===== config.mk =====
export PLATFORM = sky130hd
export DESIGN_NAME = mem_bus_master
export DESIGN_NICKNAME = d
export VERILOG_FILES = /design/src/rtl/mem_bus_pkg.sv /design/src/rtl/mem_bus_timeout.sv /design/src/rtl/mem_bus_master.sv
export SDC_FILE = /design/constraint.sdc
export NUM_CORES = 1
export LEC_CHECK = 0
export BUFFER_PORTS_ARGS = -buffer_cell sky130_fd_sc_hd__buf_2
export CELL_PAD_IN_SITES_DETAIL_PLACEMENT = 2
export CELL_PAD_IN_SITES_GLOBAL_PLACEMENT = 2
export CORE_AREA = 2 2 92 161
export CTS_CLUSTER_SIZE = 16
export DETAILED_ROUTE_END_ITERATION = 8
export DIE_AREA = 0 0 94 163
export PLACE_DENSITY = 0.77
export RECOVER_POWER = 50
export SETUP_SLACK_MARGIN = 0.3
export SLEW_MARGIN = 20
export SYNTH_ARGS = -nofsm -noshare
export SYNTH_HDL_FRONTEND = slang
export SYNTH_SLANG_ARGS = --single-unit

===== constraint.sdc =====
create_clock -name clk -period 3.35 [get_ports clk]
set_input_delay 0.335 -clock clk [delete_from_list [all_inputs] [get_ports clk]]
set_output_delay 0.335 -clock clk [all_outputs]
set_load 0.02 [all_outputs]

===== src/rtl/mem_bus_pkg.sv =====
// Shared types and address map for the memory/CSR bus initiator.
// Holds the master FSM state enum and the slave's fixed CSR addresses.
package mem_bus_pkg;

    typedef enum logic [2:0] {
        INIT,
        IDLE,
        WRITE,
        WAIT_RSP,
        READ,
        READ_CAP,
        DONE
    } state_t;

    localparam logic [7:0] CHIP_EN_ADDR  = 8'h20;
    localparam logic [7:0] STAT_ADDR     = 8'h18;
    localparam logic [7:0] CSR3_ADDR     = 8'h24;
    localparam logic [7:0] WR_COUNT_ADDR = 8'h18;

endpackage


===== src/rtl/mem_bus_timeout.sv =====
// Loadable down-counter; expired is high while the count sits at zero.
// Ports: clk, reset, load/load_val (preset), en (count down), expired.
module mem_bus_timeout
    import mem_bus_pkg::*;
#(
    parameter int W = 8
) (
    input  logic         clk,
    input  logic         reset,
    input  logic         load,
    input  logic [W-1:0] load_val,
    input  logic         en,
    output logic         expired
);

    logic [W-1:0] count;

    always_ff @(posedge clk or posedge reset) begin
        if (reset) begin
            count <= '0;
        end else if (load) begin
            count <= load_val;
        end else if (en && count != '0) begin
            count <= count - 1'b1;
        end
    end

    assign expired = (count == '0);

endmodule


===== src/rtl/mem_bus_master.sv =====
// Single-command initiator for the memory/CSR slave bus.
// Ports: req_* command in, rsp_* completion out, bus_* slave side,
// chip_en shadow of CHIP_EN bit 0, timeout_cnt saturating error count.
module mem_bus_master #(
    parameter int ADDR_W      = 8,
    parameter int DATA_W      = 32,
    parameter int MEM_DEPTH   = 16,
    parameter logic [ADDR_W-1:0] CHIP_EN_ADDR =
        ADDR_W'(mem_bus_pkg::CHIP_EN_ADDR),
    parameter logic [ADDR_W-1:0] STAT_ADDR =
        ADDR_W'(mem_bus_pkg::STAT_ADDR),
    parameter int RSP_TIMEOUT = 4,
    parameter bit INIT_EN     = 1'b1
) (
    input  logic              clk,
    input  logic              reset,
    input  logic              req_valid,
    output logic              req_ready,
    input  logic              req_wr,
    input  logic [ADDR_W-1:0] req_addr,
    input  logic [DATA_W-1:0] req_wdata,
    output logic              rsp_valid,
    output logic [DATA_W-1:0] rsp_rdata,
    output logic              rsp_err,
    output logic              bus_wr,
    output logic [ADDR_W-1:0] bus_addr,
    output logic [DATA_W-1:0] bus_wdata,
    input  logic [DATA_W-1:0] bus_rdata,
    input  logic              bus_response,
    output logic              chip_en,
    output logic [7:0]        timeout_cnt
);

    import mem_bus_pkg::*;

    localparam int TW = 8;
    localparam logic [ADDR_W-1:0] MEM_TOP = ADDR_W'(MEM_DEPTH);
    localparam logic [TW-1:0] TMO_LOAD = TW'(RSP_TIMEOUT - 1);

    state_t state;
    logic   expired;

    // bus_addr/bus_wdata double as the latched command while in flight.
    mem_bus_timeout #(.W(TW)) u_tmo (
        .clk      (clk),
        .reset    (reset),
        .load     (state == WRITE),
        .load_val (TMO_LOAD),
        .en       (state == WAIT_RSP),
        .expired  (expired)
    );

    always_ff @(posedge clk or posedge reset) begin
        if (reset) begin
            state       <= INIT_EN ? INIT : IDLE;
            req_ready   <= 1'b0;
            rsp_valid   <= 1'b0;
            rsp_rdata   <= '0;
            rsp_err     <= 1'b0;
            bus_wr      <= 1'b0;
            bus_addr    <= STAT_ADDR;
            bus_wdata   <= '0;
            chip_en     <= 1'b0;
            timeout_cnt <= '0;
        end else begin
            rsp_valid <= 1'b0;
            unique case (state)
                INIT: begin
                    bus_wr    <= 1'b1;
                    bus_addr  <= CHIP_EN_ADDR;
                    bus_wdata <= DATA_W'(1);
                    chip_en   <= 1'b1;
                    state     <= IDLE;
                end
                IDLE: begin
                    bus_wr    <= 1'b0;
                    bus_addr  <= STAT_ADDR;
                    req_ready <= 1'b1;
                    if (req_valid && req_ready) begin
                        req_ready <= 1'b0;
                        rsp_rdata <= '0;
                        rsp_err   <= 1'b0;
                        if (req_wr) begin
                            bus_wr    <= 1'b1;
                            bus_addr  <= req_addr;
                            bus_wdata <= req_wdata;
                            state     <= WRITE;
                        end else if (chip_en) begin
                            bus_addr <= req_addr;
                            state    <= READ;
                        end else begin
                            // disabled read never reaches the bus
                            rsp_err <= 1'b1;
                            state   <= DONE;
                        end
                    end
                end
                WRITE: begin
                    bus_wr <= 1'b0;
                    if (bus_addr == CHIP_EN_ADDR)
                        chip_en <= bus_wdata[0];
                    if (bus_addr < MEM_TOP)
                        state <= WAIT_RSP;
                    else
                        state <= DONE;
                end
                WAIT_RSP: begin
                    if (bus_response) begin
                        state <= DONE;
                    end else if (expired) begin
                        rsp_err <= 1'b1;
                        if (timeout_cnt != 8'hFF)
                            timeout_cnt <= timeout_cnt + 8'd1;
                        state <= DONE;
                    end
                end
                READ: begin
                    state <= READ_CAP;
                end
                READ_CAP: begin
                    rsp_rdata <= bus_rdata;
                    state     <= DONE;
                end
                DONE: begin
                    rsp_valid <= 1'b1;
                    bus_addr  <= STAT_ADDR;
                    req_ready <= 1'b1;
                    state     <= IDLE;
                end
                default: state <= IDLE;
            endcase
        end
    end

endmodule


==> impl_results.md <==
* Endpoints failing hold at 0
* Layout filler cell count at 1,619
* Failing checks: max-capacitance violations, max-slew violations
* Global-route wire length before repair at 19.5 mm
* Global Route Usage Sum at 16.3%
* Initial antenna violation count at 2
* PnR worst setup slack at 1.36 ns
* Top post-synthesis cells by area: dfrtp_1 (59%), a22o_1 (8.1%), nand2_1 (7.2%)
* Switching power at 2.42 mW
* DRT Pass-1 Iters at 4
* Synth area leader: dfrtp_1
* Die ar. at 0.0153 mm²
* R2R Setup Slk at 1.36 ns
* Initial DRC Count at 109
* CP Data Required Time at 3.58 ns
* Library cells used by synthesis at 50
* Fin Setup TNS at 0 ns
* Via/cell ratio at 4.81
* P_int at 2.99 mW
* Share of cells above drive strength 1 at 30.1%
* Slew Viols, Final at 57
* FF+latch count, synth at 96
* Register area share after synthesis at 60.1%
* Leakage power figure at 2.55 nW
* Critical Path End Type: flip-flop
* Crit Path Max Fanout at 8
* Switching Fraction at 44.7%
* Slew @ Worst Pin at 2.43 ns
* Clock buffer depth at 2
* Root Buffer: clkbuf_16
* Routed WL at 12.1 mm
* Height of the chip at 163 µm
* DPL Wire Length at 9.39 mm
* CP arrival at 2.22 ns
* Cell Pwr Density at 1030 mW/mm²
* Largest net degree at the start of global routing at 57
* Seq pwr share at 38.1%
* Worst vdd ir at 317 µV
* Initial core utilization at 28.3%
* Fin nets at 603
* Clock Skew at 0.00935 ns
* CTS Sinks at 96
* Ratio of final minimum period to clock period at 59.3%
* Port bufs at 161
* Post-synth EDFFs at 0
* Cell area after synthesis at 0.00400 mm²
* Crit-path cells: inv_1, ha_1, nor3b_4, nand3_4, nor2_2, mux2_1
* WS Path Type: reg -> reg
* Min Tclk post-route at 1.99 ns
* Area grow syn2layout at 31.1%
* Worst path slowest cell: nor3b_4
* Gate Count Post-Synth at 366
* Slew margin rel. at -63.2%
* Ys flop type: dfrtp_1
* DRC Markers at 0
* GP Congestion at 0.734
* Top cell type's share of synthesized area at 58.8%
* Cell with the most instances after synthesis: dfrtp_1
* Critical path's largest stage delay at 0.40 ns
* Asr flop ratio synth at 100%
* GRT overflow at 0
* Worst-skew pair later-pin latency at 0.35 ns
* DR vias at 3,417
* IO Count at 162
* Clock power share at 19.0%
* Core Box Area at 0.0142 mm²
* WL/cell at 17.0 µm
* Kind of start point of the critical path: flip-flop
* Chip Width at 94 µm
* Top cells by count, synth: dfrtp_1 (94), nand2_1 (77), a22o_1 (37)
* Fmax at 503 MHz
* Syn nets at 446
* Vias in the first global route at 3,780
* Site row count at 58
* Worst hold path type: in -> reg
* Post-CTS setup buffers at 0
* Worst slack at placement at 1.01 ns
* Hold-fix buffers at CTS at 0
* CTS-repair resized insts at 0
* Gate power share at 42.9%
* RSZ-0062 raised after global routing: no
* Post-DRT Antenna Nets at 0
* Ys Warns at 0
* Worst-path clk slew at 0.07 ns
* TritonCTS Buffers at 9
* Max_cap viols at 1
* Avg Inst Size Synth at 10.9 µm²
* Final setup fails at 0
* CTS tree: done
* Outcome: finished, violations left
* Htree depth at 3
area by class of cell:
cell class                      instances  area [µm²]  area share, %
Clock buffer                            9         225           4.29
Inverter                                8        31.3          0.596
Sequential cell                        96        2400           45.8
Clock inverter                          7        67.6           1.29
Timing Repair Buffer                  166         793           15.1
Antenna cell                            2        5.00         0.0954
Multi-Input combinational cell        242        1500           28.5
Tap cell                              180         225           4.29
cells by family (layout without fill, tap and decap cells):
group	count (synthesis)	after routing	share of synthesized area [%]
simple gates	129	129	16.4
compound gates	97	97	16.6
flops	96	96	60.1
buf+inv	28	190	2.91
xor+xnor	8	8	1.75
mux	5	5	1.31
fa+ha+maj	3	3	0.938
other cells	0	2	0
power groups by stage:
stage          registers [mW]  clock network (mW)  logic [mW]
6_report                 2.06                1.03        2.32
5_1_grt                  2.14                1.11        2.57
4_1_cts                  2.07                1.07        2.43
3_5_place_dp             2.08                   0        2.42
3_3_place_gp             2.05                   0        2.32
2_1_floorplan            2.52                   0        1.09
cell usage in the layout (no fill, tap or decap), drive strengths merged, types with 3 or more instances in the layout:
cell	count
buf	126
nand3	4
dfrtp	94
mux2i	3
nor2	19
ha	3
nor4	4
xnor2	4
xor2	4
nor3	6
nor3b	4
a22o	37
a21oi	9
or4	3
o21ai	38
inv	13
nand2	77
clkbuf	49
per-layer routing:
metal	wire length, µm	up-vias	global-route usage [%]
met4	217	0	6.26
li1	-	1599	-
met5	0	-	0
met2	6720	113	30.3
met3	758	11	4.26
met1	4390	1694	17.3
through the flow:
stage          instances  instance area [µm²]  power [mW]  hold slack (ns)  util, %
2_1_floorplan        366                 4000        3.61            0.462        -
3_3_place_gp         692                 5000        4.37            0.463     35.3
3_5_place_dp         692                 5000        4.50            0.477     35.3
4_1_cts              708                 5290        5.56            0.135     37.4
5_1_grt              710                 5250        5.82            0.205     37.1
6_report             710                 5250        5.40            0.209     37.1
critical path, delay by kind of cell, from the launching register on:
family,cells,cell delay [ns]
flops,1,0.39
buf+inv,1,0.12
mux,1,0.34
simple gates,3,0.84
fa+ha+maj,1,0.18
state kept, by name (all words and copies together) (netlist names):
signal       flops
bus_addr         8
state            3
chip_en          1
bus_wr           1
rsp_valid        1
u_tmo.count      8
bus_wdata       32
rsp_rdata       32
req_ready        1
rsp_err          1
timeout_cnt      8
final timing paths:
kind,startpoint,endpoint,cells past startpoint
setup / recovery,u_tmo.count[0],timeout_cnt[1],6
hold / removal,bus_rdata[11],rsp_rdata[11],2
setup reg to reg,u_tmo.count[0],timeout_cnt[1],6
hold reg to reg,bus_wdata[12],bus_wdata[12],2
max in group asynchronous,reset,bus_addr[1],3
min in group asynchronous,reset,rsp_rdata[9],2
No activity file was read; power rests on OpenSTA's default activity.
